### src/rtl/dmem_arb_pkg.sv
// Shared types and defaults for the data-memory arbiter between the core and the UART receive ring.
package dmem_arb_pkg;

    typedef enum logic [1:0] {
        IDLE  = 2'd0,
        CPU   = 2'd1,
        DRAIN = 2'd2
    } arb_state_t;

    localparam int DEF_RING_BASE  = 32'h0000_0300;
    localparam int DEF_RING_WORDS = 64;
    localparam int DEF_TIMEOUT    = 1024;

    localparam int LANE_W   = 8;
    localparam int LANES    = 4;
    localparam int HOLD_W   = LANE_W * (LANES - 1);
    localparam int WORD_W   = LANE_W * LANES;

endpackage

### src/rtl/dmem_arb_fifo.sv
// Packed-word FIFO with show-ahead head; a push is accepted while full when a pop happens in the same cycle.
module dmem_arb_fifo #(
    parameter int DEPTH = 4,
    parameter int WIDTH = 32
) (
    input  logic             clk,
    input  logic             reset,
    input  logic             push,
    input  logic             pop,
    input  logic [WIDTH-1:0] wdata,
    output logic [WIDTH-1:0] head,
    output logic             full,
    output logic             empty
);

    localparam int AW = $clog2(DEPTH);

    logic [WIDTH-1:0] mem_r [DEPTH];
    logic [AW:0]      wr_ptr_r;
    logic [AW:0]      rd_ptr_r;
    logic             do_push_s;
    logic             do_pop_s;

    // Pointers carry one extra wrap bit so full and empty are distinguishable.
    assign empty     = (wr_ptr_r == rd_ptr_r);
    assign full      = (wr_ptr_r[AW] != rd_ptr_r[AW]) && (wr_ptr_r[AW-1:0] == rd_ptr_r[AW-1:0]);
    assign do_pop_s  = pop && !empty;
    assign do_push_s = push && (!full || do_pop_s);
    assign head      = mem_r[rd_ptr_r[AW-1:0]];

    // Read/write pointer update.
    always_ff @(posedge clk) begin
        if (reset) begin
            wr_ptr_r <= '0;
            rd_ptr_r <= '0;
        end else begin
            if (do_push_s) begin
                wr_ptr_r <= wr_ptr_r + {{AW{1'b0}}, 1'b1};
            end
            if (do_pop_s) begin
                rd_ptr_r <= rd_ptr_r + {{AW{1'b0}}, 1'b1};
            end
        end
    end

    // Storage array; contents are don't-care until written.
    always_ff @(posedge clk) begin
        if (do_push_s) begin
            mem_r[wr_ptr_r[AW-1:0]] <= wdata;
        end
    end

endmodule

### src/rtl/dmem_arbiter.sv
// Shares the data-memory port between the core (always wins) and a UART byte packer draining into a ring.
// Optional partial-word flush on receive idle is enabled with `define DMEM_ARB_TIMEOUT_EN.
module dmem_arbiter
    import dmem_arb_pkg::*;
#(
    parameter int ADDR_W     = 10,
    parameter int FIFO_DEPTH = 4,
    parameter int RING_BASE  = DEF_RING_BASE,
`ifdef DMEM_ARB_TIMEOUT_EN
    parameter int RING_WORDS = DEF_RING_WORDS,
    parameter int TIMEOUT    = DEF_TIMEOUT
`else
    parameter int RING_WORDS = DEF_RING_WORDS
`endif
) (
    input  logic                          clk,
    input  logic                          reset,
    input  logic                          cpu_req_i,
    input  logic                          cpu_we_i,
    input  logic [ADDR_W-1:0]             cpu_addr_i,
    input  logic [31:0]                   cpu_wdata_i,
    output logic [31:0]                   cpu_rdata_o,
    input  logic                          rx_valid_i,
    input  logic [7:0]                    rx_byte_i,
    output logic                          mem_we_o,
    output logic [ADDR_W-1:0]             mem_addr_o,
    output logic [31:0]                   mem_wdata_o,
    input  logic [31:0]                   mem_rdata_i,
    output logic [$clog2(RING_WORDS)-1:0] wr_ptr_o,
    output logic                          overflow_o,
    output logic                          busy_o
);

    localparam int PTR_W = $clog2(RING_WORDS);

    arb_state_t         state_r;
    logic [1:0]         byte_cnt_r;
    logic [HOLD_W-1:0]  hold_r;
    logic [PTR_W-1:0]   wr_ptr_r;
    logic               overflow_r;

    logic               full_word_s;
    logic               to_flush_s;
    logic               word_done_s;
    logic [WORD_W-1:0]  word_s;
    logic               drain_s;
    logic [ADDR_W-1:0]  ring_addr_s;
    logic [WORD_W-1:0]  fifo_head_s;
    logic               fifo_full_s;
    logic               fifo_empty_s;

`ifdef DMEM_ARB_TIMEOUT_EN
    localparam int TO_W = $clog2(TIMEOUT);

    logic [TO_W-1:0] to_cnt_r;

    assign to_flush_s = (byte_cnt_r != 2'd0) && !rx_valid_i && (to_cnt_r == TO_W'(TIMEOUT - 1));

    // Idle counter: runs only while a partial word waits and no byte arrives.
    always_ff @(posedge clk) begin
        if (reset) begin
            to_cnt_r <= '0;
        end else if (rx_valid_i || (byte_cnt_r == 2'd0) || to_flush_s) begin
            to_cnt_r <= '0;
        end else begin
            to_cnt_r <= to_cnt_r + {{(TO_W-1){1'b0}}, 1'b1};
        end
    end
`else
    assign to_flush_s = 1'b0;
`endif

    // A flushed partial word relies on the holding register being zeroed after every push.
    assign full_word_s = rx_valid_i && (byte_cnt_r == 2'd3);
    assign word_done_s = full_word_s || to_flush_s;
    assign word_s      = full_word_s ? {rx_byte_i, hold_r} : {8'h00, hold_r};

    // Reset gates the drain so no ring write escapes in the reset cycle.
    assign drain_s     = !cpu_req_i && !fifo_empty_s && !reset;
    assign ring_addr_s = ADDR_W'(RING_BASE) + ADDR_W'(wr_ptr_r);

    dmem_arb_fifo #(
        .DEPTH (FIFO_DEPTH),
        .WIDTH (WORD_W)
    ) u_fifo (
        .clk   (clk),
        .reset (reset),
        .push  (word_done_s),
        .pop   (drain_s),
        .wdata (word_s),
        .head  (fifo_head_s),
        .full  (fifo_full_s),
        .empty (fifo_empty_s)
    );

    // Byte packer: little-endian lanes, counter wraps 3 -> 0 on the completing byte.
    always_ff @(posedge clk) begin
        if (reset) begin
            byte_cnt_r <= 2'd0;
            hold_r     <= '0;
        end else if (rx_valid_i) begin
            case (byte_cnt_r)
                2'd0:    hold_r[7:0]   <= rx_byte_i;
                2'd1:    hold_r[15:8]  <= rx_byte_i;
                2'd2:    hold_r[23:16] <= rx_byte_i;
                default: hold_r        <= '0;
            endcase
            byte_cnt_r <= byte_cnt_r + 2'd1;
        end else if (to_flush_s) begin
            byte_cnt_r <= 2'd0;
            hold_r     <= '0;
        end
    end

    // Ring write pointer and sticky overflow flag.
    always_ff @(posedge clk) begin
        if (reset) begin
            wr_ptr_r   <= '0;
            overflow_r <= 1'b0;
        end else begin
            if (drain_s) begin
                wr_ptr_r <= wr_ptr_r + {{(PTR_W-1){1'b0}}, 1'b1};
            end
            if (word_done_s && fifo_full_s && !drain_s) begin
                overflow_r <= 1'b1;
            end
        end
    end

    // Arbiter state, observational only: the port mux below does not use it.
    always_ff @(posedge clk) begin
        if (reset) begin
            state_r <= IDLE;
        end else if (cpu_req_i) begin
            state_r <= CPU;
        end else if (!fifo_empty_s) begin
            state_r <= DRAIN;
        end else begin
            state_r <= IDLE;
        end
    end

    // Port mux: core first, then drain, otherwise a non-writing pass-through.
    always_comb begin
        mem_we_o    = 1'b0;
        mem_addr_o  = cpu_addr_i;
        mem_wdata_o = cpu_wdata_i;
        if (cpu_req_i) begin
            mem_we_o = cpu_we_i;
        end else if (drain_s) begin
            mem_we_o    = 1'b1;
            mem_addr_o  = ring_addr_s;
            mem_wdata_o = fifo_head_s;
        end else begin
            mem_we_o = 1'b0;
        end
    end

    assign cpu_rdata_o = mem_rdata_i;
    assign wr_ptr_o    = wr_ptr_r;
    assign overflow_o  = overflow_r;
    assign busy_o      = (byte_cnt_r != 2'd0) || !fifo_empty_s;

endmodule

### config.mk
export PLATFORM = sky130hd
export DESIGN_NAME = dmem_arbiter
export DESIGN_NICKNAME = d
export VERILOG_FILES = /design/src/rtl/dmem_arb_pkg.sv /design/src/rtl/dmem_arb_fifo.sv /design/src/rtl/dmem_arbiter.sv
export SDC_FILE = /design/constraint.sdc
export NUM_CORES = 1
export LEC_CHECK = 0
export BUFFER_PORTS_ARGS = -buffer_cell sky130_fd_sc_hd__buf_2
export CAP_MARGIN = 20
export CORE_MARGIN = 4
export CORE_UTILIZATION = 58
export CTS_CLUSTER_SIZE = 20
export DETAILED_ROUTE_END_ITERATION = 8
export PLACE_DENSITY = 0.9
export SETUP_SLACK_MARGIN = 0.15
export SLEW_MARGIN = 20
export SYNTH_ARGS = -nofsm -noshare
export SYNTH_HDL_FRONTEND = slang
export SYNTH_SLANG_ARGS = --single-unit
### constraint.sdc
create_clock -name clk -period 7.5 [get_ports clk]
set_input_delay 1.5 -clock clk [delete_from_list [all_inputs] [get_ports clk]]
set_output_delay 1.5 -clock clk [all_outputs]
set_load 0.005 [all_outputs]
**After elaboration in Yosys (flattened, before gate mapping)**

Memory sizes are Yosys's and may differ from the RTL's. A register that Yosys moved wholly into a read port is not among the register bits.
Cells that the tools add are included.

- Mux-type cells: 14
- Reduce and logical (&&, ||, !) cells: 23
- Bitwise gates (word level): 3
- $add $sub $neg: 5
- Equal/unequal tests: 6

Operator list:

| kind | count |
|---|---|
| $mux 32 | 3 |
| $pmux 8 s2 | 3 |
| $mux 10 | 2 |
| $add 9x7->10 const A | 1 |
| $logic_and 1x1->1 | 8 |
| $add 3x1->3 const B | 2 |
| $add 6x1->6 const B | 1 |
| $reduce_and 2->1 | 3 |
| $reduce_or 2->1 | 3 |
| $logic_not 1->1 | 5 |
| $eq 2x2->1 const B | 2 |
| $mux 1 | 4 |
| $mux 2 | 2 |
| $eq 3x3->1 | 1 |
| $not 1->1 | 3 |
| $add 2x1->2 const B | 1 |
| $eq 2x1->1 const B | 1 |
| $eq 2x2->1 | 1 |
| $logic_not 2->1 | 1 |
| $logic_or 1x1->1 | 2 |
| $reduce_bool 2->1 | 1 |
| $ne 1x1->1 | 1 |

- Flip-flop bits (word level): 39
- Memories: 1
- Memory bits (writable): 128
- Output and inout bits: 83

Memories:

| memory | words | width | rd ports | clocked after memory_dff | wr ports | line | RTL |
|---|---|---|---|---|---|---|---|
| u_fifo.mem_r | 4 | 32 | 1 | 1 | 1 | dmem_arb_fifo.sv:18 | `logic [WIDTH-1:0] mem_r [DEPTH];` |

**Logic depth before layout (Yosys ltp)**

- Depth in word-level cells: 9
- Gate-level depth with buffers: 8
- Gate-level depth less buffers: 6

**Cells and area by module**

Synthesis repeated with hierarchy kept, for this count alone.

- Cells, all modules: 475
- Area total of the unflattened synthesis: 7279.5 µm²

By module, submodules not included:

| module | area each (µm²) | times used | cells each |
|---|---|---|---|
| dmem_arb_fifo | 5144.9 | 1 | 222 |
| dmem_arbiter | 2134.5 | 1 | 253 |

**Least setup slack after synthesis**

OpenSTA, ideal clock, no wires.

- Path type: input -> output
- Start: input cpu_req_i
- End: output mem_wdata_o[10]
- Arrival time: 2629 ps
- Stages on the path: 4
- Setup slack: 3371 ps
- Required time: 6000 ps
- Path through: or2_2 > a31oi_4 > buf_6 > mux2_2

- Longest elaborated chain between the ends: 5

Ends and longest elaborated chain:

| item | line | RTL |
|---|---|---|
| from (decl) | dmem_arbiter.sv:18 | `input logic cpu_req_i,` |
| $logic_not 1->1 | dmem_arbiter.sv:79 | `assign drain_s = !cpu_req_i && !fifo_empty_s && !reset;` |
| $logic_and 1x1->1 (2 in a row) | dmem_arbiter.sv:79 |  |
| $mux 32 | dmem_arbiter.sv:150 | `end else if (drain_s) begin` |
| $mux 32 (*) | dmem_arbiter.sv:148 | `if (cpu_req_i) begin` |
| to (decl) | dmem_arbiter.sv:27 | `output logic [31:0] mem_wdata_o,` |

Every way passes the cells marked *; elsewhere a longest branch is shown, timed or not.

**Final worst setup path**

- Start: input reset
- End: output mem_wdata_o[13]

- Longest elaborated chain between the ends: 4

Ends and longest elaborated chain:

| item | line | RTL |
|---|---|---|
| from (decl) | dmem_arbiter.sv:17 | `input logic reset,` |
| $logic_not 1->1 | dmem_arbiter.sv:79 |  |
| $logic_and 1x1->1 | dmem_arbiter.sv:79 |  |
| $mux 32 | dmem_arbiter.sv:150 |  |
| $mux 32 | dmem_arbiter.sv:148 |  |

No other way between the ends.

==> flow_metrics.py <==
metrics = {
    "synth": {
        "syn_avg_cell_area_sq_um": 15.8,
        "yosys.area_share.simple": 0.0640,
        "synthMuxAreaShare": 0.169,
        "ys_types": 35,
        "synth-edff-count": 128,
        "synth_top_family_by_area": "multiplexers",
        "synth-compound-area-share": 0.0346,
        "synth-adder-area-share": 0.0173,
        "syn-num-nets": 555,
        "ys_async_sr_fraction": 0,
        "synth_warnings": 0,
        "postSynthCellCount": 458,
        "yosys_most_used_dff": "edfxtp_1",
        "synth-seq-cells": 169,
        "synth_area_sq_mm": 0.00723,
        "ys_seq_area_frac": 0.645,
        "synth-xor-area-share": 0.0177,
    },
    "power": {
        "power_mw": 2.00,
        "ir_drop_v": 0.000118,
        "switching_share": 0.201,
        "p_seq_frac": 0.509,
        "internal_power_mw": 1.60,
        "p_sw_mw": 0.402,
        "power.clock.fraction": 0.439,
        "comb_power_share": 0.052,
        "power.density_mw_per_mm2": 241,
        "p_leak_nw": 2.91,
    },
    "timing": {
        "hold_viol": 0,
        "rsz0062_at_grt": "false",
        "max_freq_mhz": 180,
        "fin_crit_sh": 0.741,
        "skew_ps": 6.45,
        "tns_ps": 0,
        "drv_slew": 0,
        "relSlewSlack": 0.303,
        "min_period_ps": 5560,
        "tightest_slew_ps": 1050,
        "finalSetupViolations": 0,
    },
    "cts": {
        "clock_latency_ps": 420,
        "clock-sinks": 169,
        "cts.path.max_buffers": 2,
        "ctsHtreeMaxLevel": 4,
        "cts_setup_buffers": 0,
        "clkTransAtPathRegs_ps": 60,
        "tritoncts": "done",
        "cts-root-buf": "clkbuf_16",
        "cts_made_buffers": 17,
        "ctsResizeCount": 0,
        "postCtsHoldBufs": 0,
    },
    "detailed_routing": {
        "first_pass_iters": 5,
        "wl_met1_microns": 5520,
        "drtAntennaViolNets": 0,
        "first_iter_violations": 375,
        "post-route-drc-count": 0,
        "top_layer": "met4",
        "wl_per_cell_microns": 20.3,
        "wl_met2_microns": 7470,
        "vias": 4175,
        "route.met3.wl_microns": 1040,
        "totalWireLength_microns": 14500,
        "via_per_inst": 5.85,
    },
    "floorplanning": {
        "num_rows": 40,
        "core-area_sq_mm": 0.0121,
        "initial_core_util": 0.597,
        "ios": 170,
        "die_h_microns": 120,
        "fp.dieArea_sq_mm": 0.0143,
        "dieWidth_microns": 120,
    },
    "worst_setup_path": {
        "worstSetupStartpointType": "primary input",
        "crit_start": "reset",
        "crit_path_max_fanout": 42,
        "critical_path_required_ps": 6000,
        "worst_setup_path_end_kind": "output port",
        "r2r-end": "u_fifo.mem_r[0][18]",
        "rrSetupSlack_ps": 5150,
        "r2r_start": "byte_cnt_r[1]",
        "arrival_ps": 4060,
        "r2r_cells": 5,
        "crit_type": "in -> out",
        "endpoint": "mem_wdata_o[13]",
    },
    "global_route": {
        "grt_overflow": 0,
        "track_usage": 0.213,
        "grt_start_max_net_pins": 43,
        "first_global_vias": 4307,
        "grt_antenna_before_repair": 0,
        "grt_pass1_wl_microns": 23200,
    },
    "layout": {
        "syn_to_final_growth_pct": 14.5,
        "drive_gt1_frac": 0.414,
        "nets": 630,
        "antennaDiodeCount": 0,
        "fillCellCount": 794,
    },
    "flow_run": {
        "maxCapViolations": 0,
    },
    "hold_path": {
        "hold_class": "reg -> reg",
    },
    "placement": {
        "port_buffers": 105,
        "globalplace.congestion": 0.801,
        "hpwl_microns": 8960,
    },
    "outcome": {
        "outcome": "completed",
    },
}
-- registers in the layout (all words and copies together) (netlist names), named ones only --
name,cells
u_fifo.mem_r,128
u_fifo.wr_ptr_r,3
u_fifo.rd_ptr_r,3
overflow_o,1
hold_r,24
wr_ptr_o,6
byte_cnt_r,2
-- power by group through the flow --
stage	clock (mW)	combinational [mW]	sequential (mW)
2_1_floorplan	0	0.0749	1.03
3_3_place_gp	0	0.0998	1.04
3_5_place_dp	0	0.103	1.04
4_1_cts	0.883	0.105	1.02
5_1_grt	0.930	0.114	1.02
6_report	0.876	0.104	1.02
-- per-stage QoR --
step / setup slack, ps / cells / utilization / hold slack, ps / instance area, sq um
after floorplan: 3370 / 458 / - / 459 / 7230
after global placement: 2060 / 682 / 0.633 / 472 / 7670
after detailed placement: 1950 / 682 / 0.633 / 473 / 7670
after CTS: 1930 / 714 / 0.683 / 497 / 8270
after global routing: 1780 / 714 / 0.683 / 520 / 8270
final: 1940 / 714 / 0.683 / 497 / 8270
-- layout by cell type (no fill, tap or decap), types with 4 or more instances in the layout --
master,instances
nor2_1,18
mux2_2,29
buf_4,6
or2_2,5
a21oi_1,26
edfxtp_1,128
ha_1,10
buf_2,105
and3_1,8
clkbuf_16,17
dfxtp_1,39
nand3_1,26
nand2_1,27
xnor2_1,8
mux4_2,32
mux2_4,9
nand2b_1,4
inv_1,4
mux2i_1,4
-- logic make-up (layout without fill, tap and decap cells) --
kind of cell               count (synthesis)  count (layout)
xor gates and xnor gates                  12              12
DFF                                      169             169
muxes                                     74              74
buffers and inverters                     59             147
and+or+nand+nor                           97              97
AOI/OAI and AO/OA                         37              37
adders and majority gates                 10              10
-- routing by layer --
layer / GRT usage / vias up
li1: - / 1849
met1: 0.260 / 2060
met2: 0.363 / 201
met3: 0.0518 / 65
met4: 0.0923 / 0
met5: 0 / -
-- cell type report --
class	instances	area (sq um)	share of cell area
repair buffers	111	571	0.0690
flip-flops and latches	169	4670	0.564
inverters	4	15.0	0.00181
multi-input cells	230	2210	0.267
clock inverters	13	151	0.0183
clock buffers	19	453	0.0547
well taps	168	210	0.0254
-- cell usage after synthesis, types with 3 or more instances --
cell type  count  area, sq um
a21oi_1       26          130
and2_1         3         18.8
and3_1         8         50.1
buf_2          3         15.0
buf_4         32          240
buf_6          4         45.0
clkbuf_1      15         56.3
dfxtp_1       41          821
edfxtp_1     128         3840
ha_1          10          125
inv_1          4         15.0
mux2_2        29          327
mux2_4         9          135
mux2i_1        4         40.0
mux4_2        32          721
nand2_1       27          101
nand2b_1       4         25.0
nand3_1       26          130
nor2_1        18         67.6
nor2b_1        3         18.8
or2_2          5         31.3
xnor2_1        8         70.1
xnor2_2        3         48.8
-- how the worst min path moves through the flow --
stage / from / to / cells after the start
finish: overflow_o / overflow_o / 1
global route: overflow_o / overflow_o / 1
CTS: overflow_o / overflow_o / 1
detailed placement: overflow_o / overflow_o / 1
global placement: overflow_o / overflow_o / 1
floorplan: hold_r[10] / hold_r[10] / 2
-- worst max-delay path, stage by stage --
cell and delay, ps:
buf_2 340, or2_2 460, a31oi_4 840, buf_4 400
mux2_2 370, buf_2 130
No activity file was read; power rests on OpenSTA's default activity.
